==> src/rtl/noc_port_arbiter.sv <==
// Three-way round-robin arbiter that feeds a small output FIFO for a NoC port.
// Requesters 0/1 are the children and 2 is the parent; the FIFO holds 2 or 4 packets.
module noc_port_arbiter #(
    parameter int WIDTH = 47,
    parameter int NREQ  = 3,
    parameter int DEPTH = 2
) (
    input  logic                  clk,
    input  logic                  rst,
    input  logic [NREQ-1:0]       in_valid,
    input  logic [NREQ*WIDTH-1:0] in_data,
    output logic [NREQ-1:0]       in_ready,
    output logic                  out_valid,
    output logic [WIDTH-1:0]      out_data,
    input  logic                  out_ready,
    output logic [1:0]            last_grant,
    output logic [15:0]           pkt_count
);

    localparam int PW = (DEPTH > 2) ? 2 : 1;
    localparam int CW = PW + 1;
    localparam logic [CW-1:0] FULL_C = CW'(DEPTH);
    localparam logic [PW-1:0] LAST_C = PW'(DEPTH - 1);

    logic [1:0]       ptr_r;
    logic [1:0]       last_grant_r;
    logic [15:0]      pkt_count_r;
    logic [WIDTH-1:0] mem_r [DEPTH];
    logic [PW-1:0]    wr_ptr_r;
    logic [PW-1:0]    rd_ptr_r;
    logic [CW-1:0]    count_r;

    logic [1:0]       cand1_s;
    logic [1:0]       cand2_s;
    logic [1:0]       win_s;
    logic             found_s;
    logic [1:0]       nxt_ptr_s;
    logic [WIDTH-1:0] win_data_s;
    logic             full_s;
    logic             push_s;
    logic             pop_s;

    function automatic logic sel_valid(input logic [2:0] v, input logic [1:0] idx);
        logic r;
        case (idx)
            2'd0:    r = v[0];
            2'd1:    r = v[1];
            2'd2:    r = v[2];
            default: r = 1'b0;
        endcase
        return r;
    endfunction

    function automatic logic [PW-1:0] ptr_inc(input logic [PW-1:0] p);
        return (p == LAST_C) ? {PW{1'b0}} : p + PW'(1);
    endfunction

    assign full_s     = (count_r == FULL_C);
    assign out_valid  = ~rst & (count_r != {CW{1'b0}});
    assign out_data   = mem_r[rd_ptr_r];
    assign push_s     = |(in_valid & in_ready);
    assign pop_s      = out_valid & out_ready;
    assign last_grant = last_grant_r;
    assign pkt_count  = pkt_count_r;

    // Remaining search order after the round-robin pointer
    always_comb begin
        cand1_s = 2'd1;
        cand2_s = 2'd2;
        case (ptr_r)
            2'd0:    begin cand1_s = 2'd1; cand2_s = 2'd2; end
            2'd1:    begin cand1_s = 2'd2; cand2_s = 2'd0; end
            2'd2:    begin cand1_s = 2'd0; cand2_s = 2'd1; end
            default: begin cand1_s = 2'd1; cand2_s = 2'd2; end
        endcase
    end

    // Pick the first valid requester starting at the pointer
    always_comb begin
        win_s   = ptr_r;
        found_s = 1'b0;
        if (sel_valid(in_valid, ptr_r)) begin
            win_s   = ptr_r;
            found_s = 1'b1;
        end else if (sel_valid(in_valid, cand1_s)) begin
            win_s   = cand1_s;
            found_s = 1'b1;
        end else if (sel_valid(in_valid, cand2_s)) begin
            win_s   = cand2_s;
            found_s = 1'b1;
        end else begin
            win_s   = ptr_r;
            found_s = 1'b0;
        end
    end

    // Grant decode, next pointer and winner packet select
    always_comb begin
        in_ready   = 3'b000;
        nxt_ptr_s  = 2'd0;
        win_data_s = {WIDTH{1'b0}};
        case (win_s)
            2'd0:    begin nxt_ptr_s = 2'd1; win_data_s = in_data[0*WIDTH +: WIDTH]; end
            2'd1:    begin nxt_ptr_s = 2'd2; win_data_s = in_data[1*WIDTH +: WIDTH]; end
            2'd2:    begin nxt_ptr_s = 2'd0; win_data_s = in_data[2*WIDTH +: WIDTH]; end
            default: begin nxt_ptr_s = 2'd0; win_data_s = {WIDTH{1'b0}}; end
        endcase
        // No pass-through: a full FIFO refuses even if a pop happens this cycle
        if (!rst && found_s && !full_s) begin
            case (win_s)
                2'd0:    in_ready = 3'b001;
                2'd1:    in_ready = 3'b010;
                2'd2:    in_ready = 3'b100;
                default: in_ready = 3'b000;
            endcase
        end else begin
            in_ready = 3'b000;
        end
    end

    // Arbitration pointer, last grant and saturating packet counter
    always_ff @(posedge clk) begin
        if (rst) begin
            ptr_r        <= 2'd0;
            last_grant_r <= 2'd0;
            pkt_count_r  <= 16'd0;
        end else if (push_s) begin
            ptr_r        <= nxt_ptr_s;
            last_grant_r <= win_s;
            if (pkt_count_r != 16'hFFFF) begin
                pkt_count_r <= pkt_count_r + 16'd1;
            end
        end
    end

    // FIFO pointers and occupancy
    always_ff @(posedge clk) begin
        if (rst) begin
            wr_ptr_r <= {PW{1'b0}};
            rd_ptr_r <= {PW{1'b0}};
            count_r  <= {CW{1'b0}};
        end else begin
            if (push_s) begin
                wr_ptr_r <= ptr_inc(wr_ptr_r);
            end
            if (pop_s) begin
                rd_ptr_r <= ptr_inc(rd_ptr_r);
            end
            case ({push_s, pop_s})
                2'b10:   count_r <= count_r + CW'(1);
                2'b01:   count_r <= count_r - CW'(1);
                default: count_r <= count_r;
            endcase
        end
    end

    // FIFO storage; contents are only meaningful below the occupancy count
    always_ff @(posedge clk) begin
        if (push_s) begin
            mem_r[wr_ptr_r] <= win_data_s;
        end
    end

endmodule
==> config.mk <==
export PLATFORM = sky130hd
export DESIGN_NAME = noc_port_arbiter
export DESIGN_NICKNAME = d
export VERILOG_FILES = /design/src/rtl/noc_port_arbiter.sv
export SDC_FILE = /design/constraint.sdc
export NUM_CORES = 1
export LEC_CHECK = 0
export ABC_AREA = 1
export CORE_MARGIN = 3
export CORE_UTILIZATION = 41
export CTS_CLUSTER_SIZE = 8
export DETAILED_ROUTE_END_ITERATION = 10
export PLACE_DENSITY_LB_ADDON = 0.15
export SETUP_SLACK_MARGIN = 0.15
export SYNTH_ARGS = -nofsm -noshare
export SYNTH_HDL_FRONTEND = slang
export SYNTH_SLANG_ARGS = --single-unit
export TNS_END_PERCENT = 50
==> constraint.sdc <==
create_clock -name clk -period 3.1 [get_ports clk]
set_clock_uncertainty 0.15 [all_clocks]
set_input_delay 0.775 -clock clk [delete_from_list [all_inputs] [get_ports clk]]
set_output_delay 0.775 -clock clk [all_outputs]
set_load 0.05 [all_outputs]
==> run summary <==
The number of nets in the layout came out at 984. The die footprint is 16,100 µm². The number of enable-type register cells in the synthesized netlist was 94; the data required time of the critical path was 2170 ps. STA puts the critical path data arrival time at 2100 ps. The post-synthesis cell area is 5980 µm², and the clock latency on the worst-skew pair is 400 ps. The critical path is of the in2out type. Counting every instance in the synthesized netlist gives 588. The run gives 17 as the total clock buffers created by CTS. The most used flip-flop cell after synthesis is sky130_fd_sc_hd__edfxtp_1.

The startpoint class of the critical path was a primary input. For this run, the top clock speed supported by timing is 331 MHz. The final count of hold timing violations is 0, and the worst path setup slack after routing is 79.1 ps. The share of async-settable or async-resettable flops after synthesis came out at 0. Measured along the y axis, the die boundary spans 127 µm. The total power came out at 0.0111 W. The classification of the worst-slack hold path is reg2reg.

Entering global routing, the biggest net connects 48 pins. After synthesis, the cell types taking the most area are sky130_fd_sc_hd__edfxtp_1, sky130_fd_sc_hd__nand2_1, sky130_fd_sc_hd__mux2_2, sky130_fd_sc_hd__dfxtp_1, sky130_fd_sc_hd__nand3_1. The share of the cycle needed by the critical path after routing works out to 0.974. The count of cells in the finished layout, fillers not included, comes to 1,023. Summing all placed instances gives a cell area of 8510 µm². The root buffer selected by CTS is sky130_fd_sc_hd__clkbuf_16. The run gives 0 as the synthesis warning total.

The tools report the count of different cell masters after synthesis as 33. The total overflow left after global routing is 0. The run gives 0.556 as the part of the Yosys area used for sequential elements.

Registers take 3330 µm². The total of max-cap violations was 0; the number of synthesized register bits was 119. 216 I/O pins were placed. The number of antenna diodes in the final layout is 0.

The CTS H-tree depth is 4. Worst voltage drop across the vdd grid: 1260 µV. The share of the synthesized netlist area taken by xor and xnor gates is 0.0205, and the remaining antenna violation count after routing is 0. Final RePlAce weighted congestion: 0.895. TritonCTS built the clock tree. The post-layout minimum cycle time is 3020 ps. Compared with the post-synthesis result, the final layout area differs by 54.8%. Using the TritonRoute via totals, the vias-per-cell ratio works out to 4.91. The synthesized net count is 742. The x dimension of the die is 127 µm, and the adder-cell area share of the yosys netlist is 0.0147. For the pin with the worst max-slew slack, the measured transition is 552 ps. The floorplan has 43 rows.

The top-area cell type share of the netlist area is 0.472. Post-DP HPWL: 11,400 µm. The kind of capture point of the worst setup path is an output pin. Basic-gate share of the synthesized area counting and, or, nand and nor cells: 0.248.

The minimum setup slack after placement was -234 ps; the share of cell area taken by muxes after synthesis was 0.0886. Buffers placed on the I/O ports in this run total 215. No sink is reached through more buffers than the 2 on the longest clock path. For the number of DRC violations after detailed routing, the log shows 0. The number of antenna violations at the first check in global routing is 0, and the clock transition at the registers of the reported paths is 50 ps. The share of post-route cells with drive strength above 1 was 0.254.

The flow ran to the end, and the final reports show no timing, DRC or antenna violations. The placeable core region was 14,000 µm². Starting density of the core: 0.426. The peak fanout along the critical path came out at 5.

The power per unit of standard cell area works out to 1200 nW/µm². The via count of the first global-routing pass is 5,382. Share of the synthesized area in compound gates (AO/OA/AOI/OAI): 0.0272. The final route contains 5,019 vias. The total global routing track utilization is 0.201.

The post-placement cell count came out at 981. Dominant combinational cell family by area after synthesis: simple AND/OR/NAND/NOR gates. The routed length per placed instance is 15.7 µm. Setup repair after global routing could not meet its margin everywhere. The combined area of the multi-input logic cells is 2490 µm². After filler insertion, the fill cell instance count of the layout stands at 1,082. Of all cell types, the one taking the most synthesized area is sky130_fd_sc_hd__edfxtp_1.

After the first detailed-routing iteration, the DRC count stood at 285. Setup violations remaining at the end of the flow were counted as 0. The first global-routing pass estimated 26,200 µm of wire. Remaining max-slew budget at the tightest pin: 0.633.

The routed design has 16,100 µm of wire. Dividing the synthesized area by the synthesized cell count gives 10.2 µm². For this run, the detailed router's first-pass iteration total came to 4. Clock net sink count: 119. The analysis attributes to cell leakage a power of 3.58 nW. Number of max-slew violations in the final report: 0. For the design area, the log shows 9250 µm².
-- logic make-up after synthesis --
| kind of cell | after synthesis |
|---|---|
| fa+ha+maj | 7 |
| simple gates | 321 |
| mux | 47 |
| xor+xnor | 14 |
| flops | 119 |
| compound gates | 25 |
| buf+inv | 55 |
-- synthesized netlist by cell type (3+ instances only) --
library cell	number
sky130_fd_sc_hd__nand2_1	189
sky130_fd_sc_hd__a21oi_2	10
sky130_fd_sc_hd__inv_1	24
sky130_fd_sc_hd__dfxtp_1	25
sky130_fd_sc_hd__buf_4	4
sky130_fd_sc_hd__edfxtp_1	94
sky130_fd_sc_hd__ha_1	7
sky130_fd_sc_hd__xor2_1	12
sky130_fd_sc_hd__nand3_2	9
sky130_fd_sc_hd__nand2_2	17
sky130_fd_sc_hd__inv_2	5
sky130_fd_sc_hd__a21oi_1	11
sky130_fd_sc_hd__mux2_2	47
sky130_fd_sc_hd__buf_2	11
sky130_fd_sc_hd__o21ai_0	3
sky130_fd_sc_hd__nor2_1	24
sky130_fd_sc_hd__nand3_1	66
sky130_fd_sc_hd__clkbuf_1	8
-- stage by stage --
stage | utilization | TNS (ps) | hold WS [ps]
after floorplan | - | 0 | 309
after global placement | 0.606 | -11050 | 325
after detailed placement | 0.606 | -22540 | 326
after CTS | 0.657 | 0 | 342
after global routing | 0.659 | 0 | 364
final | 0.659 | 0 | 348
-- power by group --
part | leakage [nW] | total [W] | internal (W) | switching (W)
Clock | 0.275 | 0.00189 | 0.00125 | 0.000640
Combinational | 2.24 | 0.00629 | 0.00221 | 0.00407
Sequential | 1.07 | 0.00288 | 0.00275 | 0.000127
Total | 3.58 | 0.0111 | 0.00622 | 0.00484
-- metal layers --
layer / vias up / global-route usage / wire [µm]
met3: 16 / 0.0493 / 921
met5: - / 0 / 0
met1: 2370 / 0.239 / 6610
li1: 2482 / - / -
met2: 151 / 0.360 / 8400
met4: 0 / 0.0631 / 170
-- path summary, 6_finish.rpt --
kind | start | end | slack [ps] | cells past startpoint
worst min register to register | pkt_count[8] | pkt_count[8] | 350 | 2
worst max register to register | ptr_r[0] | pkt_count[1] | 340 | 18
worst min-delay path | pkt_count[8] | pkt_count[8] | 350 | 2
worst max-delay path | in_valid[1] | in_ready[1] | 80 | 13
-- sequential cells by signal, indices dropped and copies added, names as in the netlist, named ones only --
name / cells
mem_r: 94
pkt_count: 16
wr_ptr_r: 1
last_grant: 2
count_r: 2
rd_ptr_r: 1
ptr_r: 2
-- area by class of cell --
cell class / instances / area share
Clock inverter: 10 / 0.0139
Multi-Input combinational cell: 414 / 0.270
Inverter: 29 / 0.0139
Clock buffer: 22 / 0.0480
Sequential cell: 119 / 0.360
Tap cell: 180 / 0.0243
Timing Repair Buffer: 249 / 0.270
-- timing repair --
item,in CTS,in global routing
hold buffers,0,0
endpoints found under the hold margin,0,0
setup endpoints to repair,23,17
resized for setup,37,8
pin swaps,13,3
setup buffers,9,1
-- placed cells by master (no fill, tap or decap), drive strengths merged, types with 5 or more instances in the layout --
cell / n
clkdlybuf4s50: 166
edfxtp: 94
dfxtp: 25
clkbuf: 22
mux2: 47
ha: 7
xor2: 12
dlygate4sd2: 10
clkinv: 5
inv: 27
nand2: 208
nor2: 24
dlymetal6s2s: 7
a21oi: 21
nand3: 76
buf: 65
-- worst max-delay path, stage by stage --
cell                              delay (ps)
sky130_fd_sc_hd__clkdlybuf4s15_1         280
sky130_fd_sc_hd__nand2_2                 130
sky130_fd_sc_hd__nand2_1                  60
sky130_fd_sc_hd__nor2_1                   90
sky130_fd_sc_hd__nor2_1                   50
sky130_fd_sc_hd__nand2_1                  60
sky130_fd_sc_hd__nand2_1                  60
sky130_fd_sc_hd__nand2_2                  70
sky130_fd_sc_hd__nand2_4                  90
sky130_fd_sc_hd__inv_2                    70
sky130_fd_sc_hd__nand2_1                  70
sky130_fd_sc_hd__nor2_2                  140
sky130_fd_sc_hd__buf_12                  150
Power figures use the tool's default switching activity.
